<file path="config.mk">
export PLATFORM = sky130hd
export DESIGN_NAME = prog_loader_flat
export DESIGN_NICKNAME = d
export VERILOG_FILES = /design/src/rtl/prog_loader_pkg.sv /design/src/rtl/prog_loader_if.sv /design/src/rtl/prog_loader.sv /design/src/flat_wrapper.sv
export SDC_FILE = /design/constraint.sdc
export NUM_CORES = 1
export LEC_CHECK = 0
export CAP_MARGIN = 10
export CELL_PAD_IN_SITES_DETAIL_PLACEMENT = 1
export CELL_PAD_IN_SITES_GLOBAL_PLACEMENT = 1
export CORE_AREA = 2 2 91 93
export DETAILED_ROUTE_END_ITERATION = 8
export DIE_AREA = 0 0 93 95
export PLACE_DENSITY_LB_ADDON = 0.1
export SYNTH_ARGS = -nofsm -noshare
export SYNTH_HDL_FRONTEND = slang
export SYNTH_SLANG_ARGS = --single-unit
</file>
<file path="constraint.sdc">
create_clock -name clk -period 6.1 [get_ports clk]
set_clock_uncertainty 0.15 [all_clocks]
set_input_delay 0.915 -clock clk [delete_from_list [all_inputs] [get_ports clk]]
set_output_delay 0.915 -clock clk [all_outputs]
set_load 0.05 [all_outputs]
</file>
<file path="src/rtl/prog_loader_pkg.sv">
// Shared types and default widths for the MIPS program-memory loader.
package prog_loader_pkg;

   typedef enum logic [2:0] {
      ST_IDLE    = 3'd0,
      ST_ZERO    = 3'd1,
      ST_LOAD    = 3'd2,
      ST_RELEASE = 3'd3,
      ST_RUN     = 3'd4,
      ST_ERR     = 3'd5
   } loader_state_t;

   localparam int unsigned DEF_ADDR_W        = 8;
   localparam int unsigned DEF_DATA_W        = 32;
   localparam int unsigned DEF_CLEAR_ON_LOAD = 1;
   localparam int unsigned DEF_CLR_CYCLES    = 2;

endpackage

</file>
<file path="src/rtl/prog_loader_if.sv">
// Instruction-word stream from the host into the loader (valid/ready handshake).
interface prog_loader_if
   import prog_loader_pkg::*;
#(
   parameter int unsigned DATA_W = DEF_DATA_W
);
   logic              word_valid;
   logic [DATA_W-1:0] word_data;
   logic              word_last;
   logic              word_ready;

   modport master (output word_valid, word_data, word_last, input word_ready);
   modport slave  (input word_valid, word_data, word_last, output word_ready);
endinterface

</file>
<file path="src/rtl/prog_loader.sv">
// Program-memory loader: optional zero-fill, sequential word load, then timed
// release of the core from clear.
module prog_loader
   import prog_loader_pkg::*;
#(
   parameter int unsigned ADDR_W        = DEF_ADDR_W,
   parameter int unsigned DATA_W        = DEF_DATA_W,
   parameter int unsigned CLEAR_ON_LOAD = DEF_CLEAR_ON_LOAD,
   parameter int unsigned CLR_CYCLES    = DEF_CLR_CYCLES
) (
   input  logic                clk,
   input  logic                clr_n,
   input  logic                start,
   input  logic                halt,
   prog_loader_if.slave        word_if,
   output logic                prog_w,
   output logic [ADDR_W-1:0]   prog_addr,
   output logic [DATA_W-1:0]   prog_data,
   output logic                cpu_clr,
   output logic                cpu_run,
   output logic                busy,
   output logic                done,
   output logic                err,
   output logic [ADDR_W:0]     word_count
);

   localparam int unsigned DEPTH = 1 << ADDR_W;
   localparam int unsigned CNT_W = ADDR_W + 1;
   localparam int unsigned REL_W = (CLR_CYCLES > 1) ? $clog2(CLR_CYCLES) : 1;

   loader_state_t     state_q, state_d;
   logic              prog_w_q, prog_w_d;
   logic [ADDR_W-1:0] prog_addr_q, prog_addr_d;
   logic [DATA_W-1:0] prog_data_q, prog_data_d;
   logic [CNT_W-1:0]  word_count_q, word_count_d;
   logic [REL_W-1:0]  rel_cnt_q, rel_cnt_d;
   logic              word_ready_q, word_ready_d;
   logic              cpu_clr_q, cpu_clr_d;
   logic              cpu_run_q, cpu_run_d;
   logic              busy_q, busy_d;
   logic              done_q, done_d;
   logic              err_q, err_d;
   logic              xfer_c;
   logic              restart_c;

   // Next-state, memory-write and counter logic; prog_addr doubles as the zero-fill pointer.
   always_comb begin
      state_d      = state_q;
      prog_w_d     = 1'b0;
      prog_addr_d  = prog_addr_q;
      prog_data_d  = prog_data_q;
      word_count_d = word_count_q;
      rel_cnt_d    = rel_cnt_q;
      restart_c    = 1'b0;
      xfer_c       = word_if.word_valid && word_ready_q;

      unique case (state_q)
         ST_IDLE: restart_c = start;
         ST_ZERO: begin
            if (prog_addr_q == ADDR_W'(DEPTH - 1)) begin
               state_d = ST_LOAD;
            end else begin
               prog_w_d    = 1'b1;
               prog_addr_d = prog_addr_q + ADDR_W'(1);
            end
         end
         ST_LOAD: begin
            if (xfer_c) begin
               prog_w_d     = 1'b1;
               prog_addr_d  = word_count_q[ADDR_W-1:0];
               prog_data_d  = word_if.word_data;
               word_count_d = word_count_q + CNT_W'(1);
               if (word_if.word_last) begin
                  state_d   = ST_RELEASE;
                  rel_cnt_d = '0;
               end else if (word_count_q == CNT_W'(DEPTH - 1)) begin
                  state_d = ST_ERR;
               end
            end
         end
         ST_RELEASE: begin
            if (rel_cnt_q == REL_W'(CLR_CYCLES - 1)) begin
               state_d = ST_RUN;
            end else begin
               rel_cnt_d = rel_cnt_q + REL_W'(1);
            end
         end
         ST_RUN: begin
            if (halt) begin
               state_d = ST_IDLE;
            end else begin
               restart_c = start;
            end
         end
         ST_ERR:  restart_c = start;
         default: state_d = ST_IDLE;
      endcase

      if (restart_c) begin
         word_count_d = '0;
         if (CLEAR_ON_LOAD != 0) begin
            state_d     = ST_ZERO;
            prog_w_d    = 1'b1;
            prog_addr_d = '0;
            prog_data_d = '0;
         end else begin
            state_d = ST_LOAD;
         end
      end
   end

   // Status outputs follow the next state so they line up with the registered state.
   always_comb begin
      word_ready_d = (state_d == ST_LOAD);
      busy_d       = (state_d == ST_ZERO) || (state_d == ST_LOAD) || (state_d == ST_RELEASE);
      done_d       = (state_d == ST_RUN);
      err_d        = (state_d == ST_ERR);
      cpu_run_d    = (state_d == ST_RUN);
      cpu_clr_d    = (state_d != ST_RUN);
   end

   always_ff @(posedge clk) begin
      if (!clr_n) begin
         state_q      <= ST_IDLE;
         prog_w_q     <= 1'b0;
         prog_addr_q  <= '0;
         prog_data_q  <= '0;
         word_count_q <= '0;
         rel_cnt_q    <= '0;
         word_ready_q <= 1'b0;
         cpu_clr_q    <= 1'b1;
         cpu_run_q    <= 1'b0;
         busy_q       <= 1'b0;
         done_q       <= 1'b0;
         err_q        <= 1'b0;
      end else begin
         state_q      <= state_d;
         prog_w_q     <= prog_w_d;
         prog_addr_q  <= prog_addr_d;
         prog_data_q  <= prog_data_d;
         word_count_q <= word_count_d;
         rel_cnt_q    <= rel_cnt_d;
         word_ready_q <= word_ready_d;
         cpu_clr_q    <= cpu_clr_d;
         cpu_run_q    <= cpu_run_d;
         busy_q       <= busy_d;
         done_q       <= done_d;
         err_q        <= err_d;
      end
   end

   assign word_if.word_ready = word_ready_q;
   assign prog_w             = prog_w_q;
   assign prog_addr          = prog_addr_q;
   assign prog_data          = prog_data_q;
   assign cpu_clr            = cpu_clr_q;
   assign cpu_run            = cpu_run_q;
   assign busy               = busy_q;
   assign done               = done_q;
   assign err                = err_q;
   assign word_count         = word_count_q;

endmodule

</file>
<file path="src/flat_wrapper.sv">
// flat-port wrapper written by rule: the top's interface ports become plain ports
module prog_loader_flat import prog_loader_pkg::*;
#(
   parameter int unsigned ADDR_W        = DEF_ADDR_W,
   parameter int unsigned DATA_W        = DEF_DATA_W,
   parameter int unsigned CLEAR_ON_LOAD = DEF_CLEAR_ON_LOAD,
   parameter int unsigned CLR_CYCLES    = DEF_CLR_CYCLES
)
  (clk, clr_n, start, halt, prog_w, prog_addr, prog_data, cpu_clr, cpu_run, busy, done, err, word_count, word_if_word_valid, word_if_word_data, word_if_word_last, word_if_word_ready);
  prog_loader_if #(.DATA_W(DATA_W)) word_if_i ();
  input  logic clk;
  input  logic clr_n;
  input  logic start;
  input  logic halt;
  output logic prog_w;
  output logic [ADDR_W-1:0] prog_addr;
  output logic [DATA_W-1:0] prog_data;
  output logic cpu_clr;
  output logic cpu_run;
  output logic busy;
  output logic done;
  output logic err;
  output logic [ADDR_W:0] word_count;
  input wire logic [$bits(word_if_i.word_valid)-1:0] word_if_word_valid;
  input wire logic [$bits(word_if_i.word_data)-1:0] word_if_word_data;
  input wire logic [$bits(word_if_i.word_last)-1:0] word_if_word_last;
  output wire logic [$bits(word_if_i.word_ready)-1:0] word_if_word_ready;
  assign word_if_i.word_valid = word_if_word_valid;
  assign word_if_i.word_data = word_if_word_data;
  assign word_if_i.word_last = word_if_word_last;
  assign word_if_word_ready = word_if_i.word_ready;
  prog_loader #(.ADDR_W(ADDR_W), .DATA_W(DATA_W), .CLEAR_ON_LOAD(CLEAR_ON_LOAD), .CLR_CYCLES(CLR_CYCLES)) u_core (.clk(clk), .clr_n(clr_n), .start(start), .halt(halt), .word_if(word_if_i), .prog_w(prog_w), .prog_addr(prog_addr), .prog_data(prog_data), .cpu_clr(cpu_clr), .cpu_run(cpu_run), .busy(busy), .done(done), .err(err), .word_count(word_count));
endmodule
</file>
# Yosys cells after proc, flatten, opt, wreduce, memory -nomap -nowiden
# Index checks and enable logic that the tools add are counted.
[totals]
ff_bits = 59
inputBits = 38
output_inout_bits = 56
word_cells = 63
[classes]
n_addsub = 3
eq_ne = 16
mux = 21
n_bitwise = 1
reduce_logical = 11
[op_table]
columns = ["operator", "count"]
rows = [
  ["$mux 3", 7],
  ["$mux 8", 2],
  ["$pmux 8 s2", 1],
  ["$pmux 3 s5", 1],
  ["$eq 3x2->1 const B", 4],
  ["$eq 3x3->1 const B", 4],
  ["$add 9x1->9 const B", 1],
  ["$eq 9x8->1 const B", 1],
  ["$add 8x1->8 const B", 1],
  ["$eq 8x8->1 const B", 1],
  ["$mux 1", 7],
  ["$eq 3x1->1 const B", 2],
  ["$pmux 1 s2", 3],
  ["$reduce_and 3->1", 2],
  ["$ne 2x2->1 const B", 2],
  ["$reduce_bool 2->1", 2],
  ["$reduce_or 2->1", 2],
  ["$logic_not 3->1", 1],
  ["$ne 3x3->1 const B", 1],
  ["$logic_or 1x1->1", 2],
  ["$ne 2x1->1 const B", 1],
  ["$reduce_and 2->1", 1],
  ["$add 1x1->1 const B", 1],
  ["$logic_and 1x1->1", 1],
  ["$not 1->1", 1],
]

# Logic depth before layout (Yosys ltp)
[logic_depth]
depth_word = 9
depth_mapped = 8
depth_no_buf = 8

# Worst setup path before layout
# No wires, ideal clock.
[synth_timing]
kind = "input-to-reg"
start = "in word_if_word_valid"
end = "reg u_core.word_count_q[1] (netlist: u_core.word_count[1])"
setup_time_ns = 0.070
arrival_ns = 2.048
required_time_ns = 5.880
path_slack_ns = 3.831
path_stages = 7
path_buffers = 3
path_cell_list = "and2_1 > clkbuf_1 > nand2_1 > clkbuf_1 > clkbuf_1 > nand2_1 > a21oi_1"
[synth_between]
elab_chain_len = 2
[synth_lines]
columns = ["item", "line", "text"]
rows = [
  ["from (decl)", "flat_wrapper.sv:24", "input wire logic [$bits(word_if_i.word_valid)-1:0] word_if_word_valid;"],
  ["$logic_and 1x1->1", "prog_loader.sv:55", "xfer_c = word_if.word_valid && word_ready_q;"],
  ["$reduce_and 2->1 (no line)", "--", ""],
  ["to (signal assigned)", "prog_loader.sv:141", "word_count_q <= word_count_d;"],
  ["to (decl)", "prog_loader.sv:35", "logic [CNT_W-1:0] word_count_q, word_count_d;"],
]
# Every way passes these cells.
# A chain may end at the register's enable or synchronous reset.

# Final worst setup path
[layout_timing]
start = "in start"
end = "reg u_core.prog_addr_q[6] (netlist: u_core.prog_addr[6])"
[layout_between]
elab_chain_len = 3
[layout_lines]
columns = ["item", "line", "text"]
rows = [
  ["from (decl)", "flat_wrapper.sv:13", "input logic start;"],
  ["$mux 1", "prog_loader.sv:89", "if (halt) begin"],
  ["$pmux 1 s2 (*)", "prog_loader.sv:57", "unique case (state_q)"],
  ["$reduce_or 2->1 (no line) (*)", "--", ""],
  ["to (signal assigned)", "prog_loader.sv:139", "prog_addr_q <= prog_addr_d;"],
  ["to (decl)", "prog_loader.sv:33", "logic [ADDR_W-1:0] prog_addr_q, prog_addr_d;"],
]
# Every way passes the cells marked *; elsewhere a longest branch is shown, timed or not.

==> flow_summary.toml <==
[cts]
clkSinkCount = 59
cts_tree = "done"
numCtsBuffers = 9
clk_latency_ns = 0.33
clkTransAtPathRegs_ns = 0.06
clock-root-buffer = "clkbuf_8"
ctsHoldBuffers = 0
cts_buffer_depth = 2
post_cts_resized = 0
cts_setup_buffers = 0
cts_max_level = 3

[place]
port_buffers = 93
dpl_worst_slack_ns = 2.98
place.gp.congestion = 0.865
dp_hpwl_um = 5170

[synthesis]
synth_warnings = 0
synth_flop_cell = "dfxtp_1"
syn_nets = 357
syn_avg_cell_area_um2 = 8.23
synthArstFlopShare_pct = 0
syn_area_um2 = 2600
ys_seq_area_share_pct = 45.4
syn-instance-count = 316
synth_edf_count = 0
ys_types = 56
synth-seq-cells = 59

[sta]
fin_crit_sh_pct = 45.1
slew_headroom_pct = 24.8
worst_pin_slew_ns = 1.13
drv_slew = 0
setup_viol = 0
layout_min_cycle_time_ns = 2.75
finalHoldViolations = 0
fin_ws_ns = 3.35
rsz0062_at_grt = "no"
fin_setup_tns_ns = 0
fmax_mhz = 363

[floorplanning]
row_count = 33
core-area_um2 = 7930
io_pins = 94
die_h_um = 95
die_w_um = 93
die_area_um2 = 8840
initial_utilization_pct = 32.8

[cells_and_area]
mostFrequentLayoutCells = "clkdlybuf4s50_1, nand2_1, dfxtp_1"
area_growth_pct = 44.3
antennaDiodeCount = 0
nNetsFinal = 441
fillers = 960
layout_commonest_cell = "clkdlybuf4s50_1"
drive_gt1_share_pct = 6.45

[run_status]
status = "finished clean"

[detailed_routing]
num_vias = 2540
first_pass_iters = 4
highest_layer = "met4"
wl_um = 7720
viasPerCell = 5.00
wire_per_inst_um = 15.2
drc_errors = 0
wl_met1_um = 3570
first_iter_violations = 82
wl_met2_um = 3620
ant_nets = 0
wl_met3_um = 451

[critical_path]
required_ns = 6.17
crit_path_max_fanout = 50
cp-start-kind = "primary input"
cpMaxStageDelayCell = "a31o_2"
cpPeakStageDelay_ns = 0.88
worst_setup_path_end_kind = "flip-flop"
cp.arrival_ns = 2.83
worst-path-buf-inv = 1
path_cells = "clkdlybuf4s50_1 > and2b_1 > a31o_2 > a221oi_1 > a31o_1"
path_delay_family = "compound AO/OA/AOI/OAI gates"
critPathKind = "in -> reg"

[power_and_ir_drop]
switchingPower_mw = 0.181
p_comb_share_pct = 7.0
finalPower_mw = 0.815
power_frac_clock_pct = 45.1
p_leak_nw = 1.20
p_int_mw = 0.634
pwr-share-seq_pct = 47.9
swShare_pct = 22.2
peakVddDrop_v = 0.000109
p_per_area_nw_per_um2 = 217

[global_routing]
grt_max_degree = 51
overflow = 0
grtUsageTotal_pct = 18.5
grt_pass1_vias = 2630
grt_pass1_wl_um = 13000
antenna_found_initial = 0

[worst_hold_path]
min_path_type = "reg -> reg"

[flow_run]
maxCapViolCount = 0
[logic make-up (layout without fill, tap and decap cells)]
kind of cell	Yosys count	count (layout)	synth area share (%)
XOR/XNOR	7	7	2.36
AO/OA/AOI/OAI	75	75	18.3
flip-flops	59	59	45.4
buffers and inverters	28	115	5.53
AND/OR/NAND/NOR	144	144	26.9
adder cells (fa/ha/maj)	3	3	1.44
[power by group through the flow]
stage	logic, mW	registers, mW	clock network, mW
after floorplan	0.0208	0.403	0
after global placement	0.0571	0.399	0
after detailed placement	0.0573	0.399	0
after CTS	0.0578	0.390	0.377
after global routing	0.0619	0.390	0.398
final	0.0574	0.390	0.367
[per-stage QoR]
step	cell area, um2	cells	utilization [%]	hold WS [ns]
2_1_floorplan	2600	316	-	0.446
3_3_place_gp	3550	494	44.8	0.292
3_5_place_dp	3550	494	44.8	0.302
4_1_cts	3750	508	47.3	0.313
5_1_grt	3750	508	47.3	0.331
6_report	3750	508	47.3	0.310
[final cells by class]
type | count | area (um2) | share of cell area (%)
Clock inverter | 2 | 35.0 | 0.933
Timing Repair Buffer | 94 | 938 | 25.0
Tap cell | 105 | 131 | 3.50
Inverter | 7 | 26.3 | 0.700
Multi-Input combinational cell | 229 | 1280 | 34.0
Sequential cell | 59 | 1180 | 31.5
Clock buffer | 12 | 165 | 4.40
[path summary, 6_finish.rpt]
path                            start             endpoint  slack (ns)  cells past startpoint
hold reg to reg   u_core.prog_data[2]  u_core.prog_data[2]        0.31                      2
hold / removal    u_core.prog_data[2]  u_core.prog_data[2]        0.31                      2
setup / recovery                start  u_core.prog_addr[6]        3.35                      5
setup reg to reg    u_core.state_q[1]  u_core.prog_addr[1]        3.43                      5
[worst register-to-register path, stage by stage, from the launching register on]
cell and delay [ns]:
dfxtp_1 0.50, nor3b_4 0.68, nand2_1 0.47, buf_4 0.40
a22o_1 0.26, a21oi_1 0.14
[sequential cells by signal, indices dropped and copies added (netlist names), 3 cells and up]
name and count:
u_core.prog_data 32, u_core.word_count 9, u_core.prog_addr 8, u_core.state_q 3
[cell usage after synthesis (2+ instances only)]
master,number,share of area [%]
dfxtp_1,59,45
xnor2_1,6,2.0
nand4_1,2,0.48
nand2b_1,2,0.48
nand3_1,10,1.9
a22oi_1,2,0.58
a32oi_1,2,0.67
nor4_2,2,0.96
nor2_2,2,0.48
nand2_1,87,13
o21ai_1,3,0.58
clkbuf_1,8,1.2
o21ai_0,5,0.96
nor2b_1,2,0.48
or4_1,3,0.87
buf_2,7,1.3
nor3_1,3,0.58
and2_1,3,0.72
nor2_1,9,1.3
or3_1,3,0.72
inv_1,7,1.0
o21a_1,3,0.87
nand3b_1,2,0.58
a21oi_1,41,7.9
ha_1,3,1.4
buf_4,2,0.58
nor4_1,4,0.96
buf_6,3,1.3
a221o_1,4,1.5
[per-layer routing]
| metal | vias to the layer above | track usage (%) |
|---|---|---|
| met2 | 65 | 30.6 |
| li1 | 1259 | - |
| met1 | 1208 | 23.5 |
| met3 | 8 | 5.99 |
| met4 | 0 | 4.66 |
| met5 | - | 0 |
No activity file was read; power rests on OpenSTA's default activity.
